File: config.mk
export PLATFORM = sky130hd
export DESIGN_NAME = vram_write_arbiter_flat
export DESIGN_NICKNAME = d
export VERILOG_FILES = /design/src/rtl/vram_write_arbiter_if.sv /design/src/rtl/vram_write_arbiter.sv /design/src/flat_wrapper.sv
export SDC_FILE = /design/constraint.sdc
export NUM_CORES = 1
export LEC_CHECK = 0
export BUFFER_PORTS_ARGS = -buffer_cell sky130_fd_sc_hd__buf_2
export CAP_MARGIN = 10
export CORE_UTILIZATION = 60
export DETAILED_ROUTE_END_ITERATION = 8
export PLACE_DENSITY = 0.78
export REMOVE_ABC_BUFFERS = 1
export SYNTH_ARGS = -nofsm -noshare
export SYNTH_HDL_FRONTEND = slang
export SYNTH_SLANG_ARGS = --single-unit
File: constraint.sdc
create_clock -name clk -period 3.15 [get_ports clk]
set_clock_uncertainty 0.05 [all_clocks]
set_input_delay 0.7875 -clock clk [delete_from_list [all_inputs] [get_ports clk]]
set_output_delay 0.7875 -clock clk [all_outputs]
set_load 0.05 [all_outputs]
File: src/rtl/vram_write_arbiter_if.sv
`default_nettype none
// +----------------------------------------------------------------------------+
// | vram_write_arbiter_if : VRAM write bus, presented entry held until ack      |
// | Rev 1.0                                                                     |
// +----------------------------------------------------------------------------+
interface vram_write_arbiter_if #(
   parameter int ADDR_W = 16,
   parameter int DATA_W = 16
);
   logic              sel;
   logic              wr;
   logic [3:0]        mask;
   logic [ADDR_W-1:0] addr;
   logic [DATA_W-1:0] data_out;
   logic              ack;

   modport master (output sel, wr, mask, addr, data_out, input ack);
   modport slave  (input sel, wr, mask, addr, data_out, output ack);
endinterface
`default_nettype wire

File: src/rtl/vram_write_arbiter.sv
`default_nettype none
// +----------------------------------------------------------------------------+
// | vram_write_arbiter : two-source write FIFOs drained onto one VRAM write    |
// | port by a burst-limited round-robin scheduler.            Rev 1.0          |
// +----------------------------------------------------------------------------+
module vram_write_arbiter #(
   parameter int DEPTH  = 4,
   parameter int BURST  = 8,
   parameter int ADDR_W = 16,
   parameter int DATA_W = 16
) (
   input  logic                 clk,
   input  logic                 reset_i,
   input  logic                 gfx_sel_i,
   input  logic                 gfx_wr_i,
   input  logic [3:0]           gfx_mask_i,
   input  logic [ADDR_W-1:0]    gfx_addr_i,
   input  logic [DATA_W-1:0]    gfx_data_i,
   output logic                 gfx_full_o,
   output logic                 gfx_overflow_o,
   input  logic                 host_sel_i,
   input  logic                 host_wr_i,
   input  logic [3:0]           host_mask_i,
   input  logic [ADDR_W-1:0]    host_addr_i,
   input  logic [DATA_W-1:0]    host_data_i,
   output logic                 host_full_o,
   output logic                 host_overflow_o,
   vram_write_arbiter_if.master vram,
   output logic                 grant_host_o,
   output logic                 busy_o
);
   localparam int                 c_PTR_W = (DEPTH > 1) ? $clog2(DEPTH) : 1;
   localparam int                 c_CNT_W = c_PTR_W + 1;
   localparam int                 c_ENT_W = 4 + ADDR_W + DATA_W;
   localparam int                 c_BST_W = $clog2(BURST + 1);
   localparam logic [c_CNT_W-1:0] c_DEPTH = c_CNT_W'(DEPTH);
   localparam logic [c_BST_W-1:0] c_BURST = c_BST_W'(BURST);

   typedef enum logic [0:0] {
      S_IDLE  = 1'b0,
      S_ISSUE = 1'b1
   } state_t;

   state_t r_state, w_state_nxt;

   // Index 0 is gfx, index 1 is host.
   logic [1:0]              w_req, w_push, w_pop, w_avail, w_nempty, w_full, w_ovf;
   logic [1:0][c_ENT_W-1:0] w_in, w_head;

   logic               r_grant_host, r_first;
   logic [c_BST_W-1:0] r_burst, w_burst_nxt;
   logic [3:0]         r_mask;
   logic [ADDR_W-1:0]  r_addr;
   logic [DATA_W-1:0]  r_data;
   logic               w_sel, w_ack, w_load, w_pick_host;
   logic [c_ENT_W-1:0] w_entry;

   assign w_req   = {host_sel_i & host_wr_i, gfx_sel_i & gfx_wr_i};
   assign w_in[0] = {gfx_mask_i, gfx_addr_i, gfx_data_i};
   assign w_in[1] = {host_mask_i, host_addr_i, host_data_i};

   assign w_sel = (r_state == S_ISSUE);
   assign w_ack = w_sel & vram.ack;
   assign w_pop = {w_ack & r_grant_host, w_ack & ~r_grant_host};

   for (genvar gi = 0; gi < 2; gi++) begin : g_fifo
      logic [c_ENT_W-1:0] r_mem [DEPTH];
      logic [c_PTR_W-1:0] r_wptr, r_rptr;
      logic [c_CNT_W-1:0] r_cnt, w_cnt_nxt;
      logic               r_full, r_ovf;

      assign w_push[gi] = w_req[gi] & ~r_full;
      assign w_cnt_nxt  = r_cnt + c_CNT_W'(w_push[gi]) - c_CNT_W'(w_pop[gi]);

      always_ff @(posedge clk) begin
         if (w_push[gi]) begin
            r_mem[r_wptr] <= w_in[gi];
         end
      end

      always_ff @(posedge clk) begin
         if (reset_i) begin
            r_wptr <= '0;
            r_rptr <= '0;
            r_cnt  <= '0;
            r_full <= 1'b0;
            r_ovf  <= 1'b0;
         end else begin
            if (w_push[gi]) begin
               r_wptr <= r_wptr + 1'b1;
            end
            if (w_pop[gi]) begin
               r_rptr <= r_rptr + 1'b1;
            end
            r_cnt  <= w_cnt_nxt;
            r_full <= (w_cnt_nxt == c_DEPTH);
            // A dropped push is sticky even if a pop frees a slot this cycle.
            if (w_req[gi] & r_full) begin
               r_ovf <= 1'b1;
            end
         end
      end

      // Eligibility and head look past the pop in flight; same-cycle pushes are invisible.
      assign w_nempty[gi] = (r_cnt != '0);
      assign w_avail[gi]  = (r_cnt > c_CNT_W'(w_pop[gi]));
      assign w_head[gi]   = r_mem[r_rptr + c_PTR_W'(w_pop[gi])];
      assign w_full[gi]   = r_full;
      assign w_ovf[gi]    = r_ovf;
   end

   always_ff @(posedge clk) begin
      if (reset_i) begin
         r_state <= S_IDLE;
      end else begin
         r_state <= w_state_nxt;
      end
   end

   always_comb begin
      w_state_nxt = r_state;
      w_load      = 1'b0;
      w_pick_host = w_avail[1];
      w_burst_nxt = r_burst;
      if ((r_state == S_IDLE) || vram.ack) begin
         w_load      = |w_avail;
         w_state_nxt = (|w_avail) ? S_ISSUE : S_IDLE;
      end
      if (w_avail[0] && w_avail[1]) begin
         if (r_state == S_IDLE) begin
            w_pick_host = r_first ? 1'b0 : ~r_grant_host;
         end else begin
            w_pick_host = (r_burst < c_BURST) ? r_grant_host : ~r_grant_host;
         end
      end
      if (w_pick_host != r_grant_host) begin
         w_burst_nxt = c_BST_W'(1);
      end else if (r_burst < c_BURST) begin
         w_burst_nxt = r_burst + 1'b1;
      end
   end

   assign w_entry = w_pick_host ? w_head[1] : w_head[0];

   always_ff @(posedge clk) begin
      if (reset_i) begin
         r_grant_host <= 1'b0;
         r_first      <= 1'b1;
         r_burst      <= '0;
         r_mask       <= '0;
         r_addr       <= '0;
         r_data       <= '0;
      end else if (w_load) begin
         r_grant_host <= w_pick_host;
         r_first      <= 1'b0;
         r_burst      <= w_burst_nxt;
         r_mask       <= w_entry[c_ENT_W-1 -: 4];
         r_addr       <= w_entry[DATA_W +: ADDR_W];
         r_data       <= w_entry[DATA_W-1:0];
      end
   end

   assign vram.sel        = w_sel;
   assign vram.wr         = w_sel;
   assign vram.mask       = r_mask;
   assign vram.addr       = r_addr;
   assign vram.data_out   = r_data;
   assign gfx_full_o      = w_full[0];
   assign host_full_o     = w_full[1];
   assign gfx_overflow_o  = w_ovf[0];
   assign host_overflow_o = w_ovf[1];
   assign grant_host_o    = r_grant_host;
   assign busy_o          = w_sel | (|w_nempty);
endmodule
`default_nettype wire

File: src/flat_wrapper.sv
// flat-port wrapper written by rule: the top's interface ports become plain ports
module vram_write_arbiter_flat 
#(
   parameter int DEPTH  = 4,
   parameter int BURST  = 8,
   parameter int ADDR_W = 16,
   parameter int DATA_W = 16
)
  (clk, reset_i, gfx_sel_i, gfx_wr_i, gfx_mask_i, gfx_addr_i, gfx_data_i, gfx_full_o, gfx_overflow_o, host_sel_i, host_wr_i, host_mask_i, host_addr_i, host_data_i, host_full_o, host_overflow_o, grant_host_o, busy_o, vram_sel, vram_wr, vram_mask, vram_addr, vram_data_out, vram_ack);
  vram_write_arbiter_if #(.ADDR_W(ADDR_W), .DATA_W(DATA_W)) vram_i ();
  input  logic clk;
  input  logic reset_i;
  input  logic gfx_sel_i;
  input  logic gfx_wr_i;
  input  logic [3:0] gfx_mask_i;
  input  logic [ADDR_W-1:0] gfx_addr_i;
  input  logic [DATA_W-1:0] gfx_data_i;
  output logic gfx_full_o;
  output logic gfx_overflow_o;
  input  logic host_sel_i;
  input  logic host_wr_i;
  input  logic [3:0] host_mask_i;
  input  logic [ADDR_W-1:0] host_addr_i;
  input  logic [DATA_W-1:0] host_data_i;
  output logic host_full_o;
  output logic host_overflow_o;
  output logic grant_host_o;
  output logic busy_o;
  output wire logic [$bits(vram_i.sel)-1:0] vram_sel;
  output wire logic [$bits(vram_i.wr)-1:0] vram_wr;
  output wire logic [$bits(vram_i.mask)-1:0] vram_mask;
  output wire logic [$bits(vram_i.addr)-1:0] vram_addr;
  output wire logic [$bits(vram_i.data_out)-1:0] vram_data_out;
  input wire logic [$bits(vram_i.ack)-1:0] vram_ack;
  assign vram_sel = vram_i.sel;
  assign vram_wr = vram_i.wr;
  assign vram_mask = vram_i.mask;
  assign vram_addr = vram_i.addr;
  assign vram_data_out = vram_i.data_out;
  assign vram_i.ack = vram_ack;
  vram_write_arbiter #(.DEPTH(DEPTH), .BURST(BURST), .ADDR_W(ADDR_W), .DATA_W(DATA_W)) u_core (.clk(clk), .reset_i(reset_i), .gfx_sel_i(gfx_sel_i), .gfx_wr_i(gfx_wr_i), .gfx_mask_i(gfx_mask_i), .gfx_addr_i(gfx_addr_i), .gfx_data_i(gfx_data_i), .gfx_full_o(gfx_full_o), .gfx_overflow_o(gfx_overflow_o), .host_sel_i(host_sel_i), .host_wr_i(host_wr_i), .host_mask_i(host_mask_i), .host_addr_i(host_addr_i), .host_data_i(host_data_i), .host_full_o(host_full_o), .host_overflow_o(host_overflow_o), .vram(vram_i), .grant_host_o(grant_host_o), .busy_o(busy_o));
endmodule
==> results.cfg <==
[floorplanning]
die_w_um = 167
start_util = 0.611
row_count = 60
dieArea_sq_um = 28100
design.core.area_sq_um = 26900
ioPinCount = 123
die_h_um = 167

[synthesis]
synthArstFlopShare = 0
synth_adder_area_share = 0.0131
synth_xor_area_frac = 0.00586
synthTopCellsByArea = edfxtp_1 53%, mux2i_1 8.9%, dfxtp_1 7.4%
synthMuxAreaShare = 0.138
yosys.area.top_type_share = 0.526
synth_compound_area_frac = 0.0869
yosys_warnings = 0
syn_inst = 1309
postSynthAreaPerCell_sq_um = 12.6
ys_seq_elements = 349
synth_ff_type = edfxtp_1
synthesis.area_sq_um = 16400
synth_edf_count = 288
synth_top_family_by_area = multiplexers
yosysSeqAreaShare = 0.601
synth-simple-area-share = 0.122
yosysUniqueCellTypes = 49
yosys-top-cells-count = 303 x nand2_1, 288 x edfxtp_1, 146 x mux2i_1
yosysTopAreaCell = edfxtp_1
yosysMostFrequentCell = nand2_1

[worst_hold_path]
min_from = u_core.r_first
hold_depth = 1
hold_end = u_core.r_first
min_path_type = reg2reg

[sta]
drv_slew = 0
setup-violations-final = 0
relSlewSlack = 0.186
rsz0062_at_grt = false
finalHoldViolCount = 0
max_freq_ghz = 0.351
post-route-period-util = 0.903
worst_pin_slew_ps = 1220
fin_crit_ps = 2850

[setup_path]
reg2reg_slack_ps = 300
start_kind = flip-flop
reg2reg_depth = 7
critical_path_class = reg2reg
r2r_start = u_core.vram.sel
r2r_end = u_core.host_full_o
cp_max_fo = 61
slowest_stage = dfxtp_1
worstSetupStartpoint = u_core.vram.sel
cp-end-kind = flip-flop
crit_chain = and3_4 -> buf_4 -> o21ai_0 -> nand2_1 -> ha_1 -> fa_1 -> nor4_1
cp.arrival_ps = 3210
crit_required_ps = 3520
slowest_delay_ps = 580

[clocking]
cts_resized = 0
tritoncts = yes
clkSlewWorstSetupHoldPaths_ps = 60
cts_sinks = 349
cts_buffer_depth = 3
insertion_delay_ps = 520
post_cts_buffers = 0
ctsHoldBuffers = 0
cts_root_buf = clkbuf_16
cts_inserted_buffers = 37
htreeDepth = 2

[layout]
finalNetCount = 1497
drive_gt1_frac = 0.189
final_core_util = 0.692
n_fill_cell = 1875
area_delta_synth_final_pct = 13.3
finalNonFillerCells = 1775

[pwr]
peakVddDrop_v = 0.000543
p_leak_nw = 7.33
powerDensity_nw_per_um2 = 749
p_total_mw = 13.9

[placed_design]
dp_hpwl_mm = 21.8
gp_congestion = 0.784
dpl.cell_count = 1704
io_buffers = 122

[detailed_routing]
wl_per_cell_um = 19.6
route.met2.wl_mm = 17.6
drc = 0
route.met3.wl_mm = 2.22
wl_mm = 34.7
drt-initial-drc-count = 829
vias_per_cell = 6.16
dr_total_vias = 10900
firstDrtPassIters = 7
wl_met1_mm = 14.1
top_layer_used = met5
ant_nets = 0

[job]
cap_viol_max_count = 0

[status]
status = finished clean

[grt]
grt_pass1_wl_mm = 54.4
grt_max_degree = 77
grt.total_usage = 0.250
grt-ovfl-total = 0
antenna_found_initial = 6
grt_pass1_vias = 10600
logic make-up after synthesis:
kind of cell	after synthesis
mux	182
simple gates	461
compound gates	171
fa+ha+maj	16
xor+xnor	11
flops	349
buf+inv	119
through the flow:
stage | TNS [ps] | hold slack [ps] | instance area, sq um | setup WS (ps)
after floorplan | -309240 | 367 | 15900 | -6270
after global placement | 0 | 377 | 17400 | 74.1
after detailed placement | -33.5 | 383 | 17400 | -33.5
after CTS | 0 | 397 | 18600 | 269
after global routing | 0 | 416 | 18600 | 96.0
final | 0 | 397 | 18600 | 305
placed cells by master, fill, tap and decap left out, types with 3 or more instances in the layout:
master,count
buf_12,10
nor4_1,3
dfxtp_1,57
nand2_1,303
o311ai_0,37
clkbuf_16,39
clkinv_2,7
o211ai_1,72
xor2_1,4
mux4_2,36
clkinv_1,5
or3_1,39
mux2i_1,146
nand3_1,72
and2_2,8
xnor2_1,7
o21ai_0,3
a31oi_1,3
nor3_1,3
buf_4,28
nor2b_1,5
ha_1,14
clkbuf_1,11
inv_1,13
nor2_1,17
a32o_1,36
diode_2,3
buf_2,122
clkbuf_8,3
edfxtp_1,288
a21oi_1,4
flip-flops by register name, summed over array words and instances, names as in the netlist:
signal and count:
u_core.grant_host_o 1, u_core.g_fifo.r_mem 288, u_core.g_fifo.r_cnt 6, u_core.r_first 1, u_core.vram.mask 4, u_core.host_full_o 1, u_core.vram.addr 16, u_core.gfx_overflow_o 1
u_core.r_burst 4, u_core.host_overflow_o 1, u_core.vram.data_out 16, u_core.gfx_full_o 1, u_core.g_fifo.r_rptr 4, u_core.g_fifo.r_wptr 4, u_core.vram.sel 1
metal layers:
layer / up-vias / GRT usage
met5: - / 0
met2: 341 / 0.438
li1: 5150 / -
met3: 78 / 0.0454
met4: 6 / 0.0866
met1: 5361 / 0.311
how the worst max path moves through the flow:
stage                                    end  depth (start not counted)
floorplan                u_core.vram.addr[0]                          6
CTS                       u_core.host_full_o                          7
detailed placement        u_core.host_full_o                          8
global route            u_core.vram.addr[11]                          8
finish                    u_core.host_full_o                          7
global placement    u_core.vram.data_out[10]                          8
power by group:
group          internal (mW)  leakage [nW]  switching, mW
Sequential              5.36          3.12          0.320
Clock                   2.50         0.583           1.69
Combinational           1.62          3.63           2.45
critical path: cells and delay by family, from the launching register on:
kind                       cells  cell delay, ps
and+or+nand+nor                3             670
adders and majority gates      2             620
DFF                            1             580
buffers and inverters          1             500
AOI/OAI and AO/OA              1             330
final cells by class:
class | instances | area (sq um) | share of cell area
clock buffers | 53 | 1060 | 0.0569
well taps | 341 | 427 | 0.0229
inverters | 13 | 48.8 | 0.00262
multi-input cells | 841 | 6050 | 0.325
flip-flops and latches | 349 | 9880 | 0.531
clock inverters | 15 | 123 | 0.00659
diodes | 3 | 7.51 | 0.000403
repair buffers | 160 | 1020 | 0.0549
(Power assumes the default switching activity.)
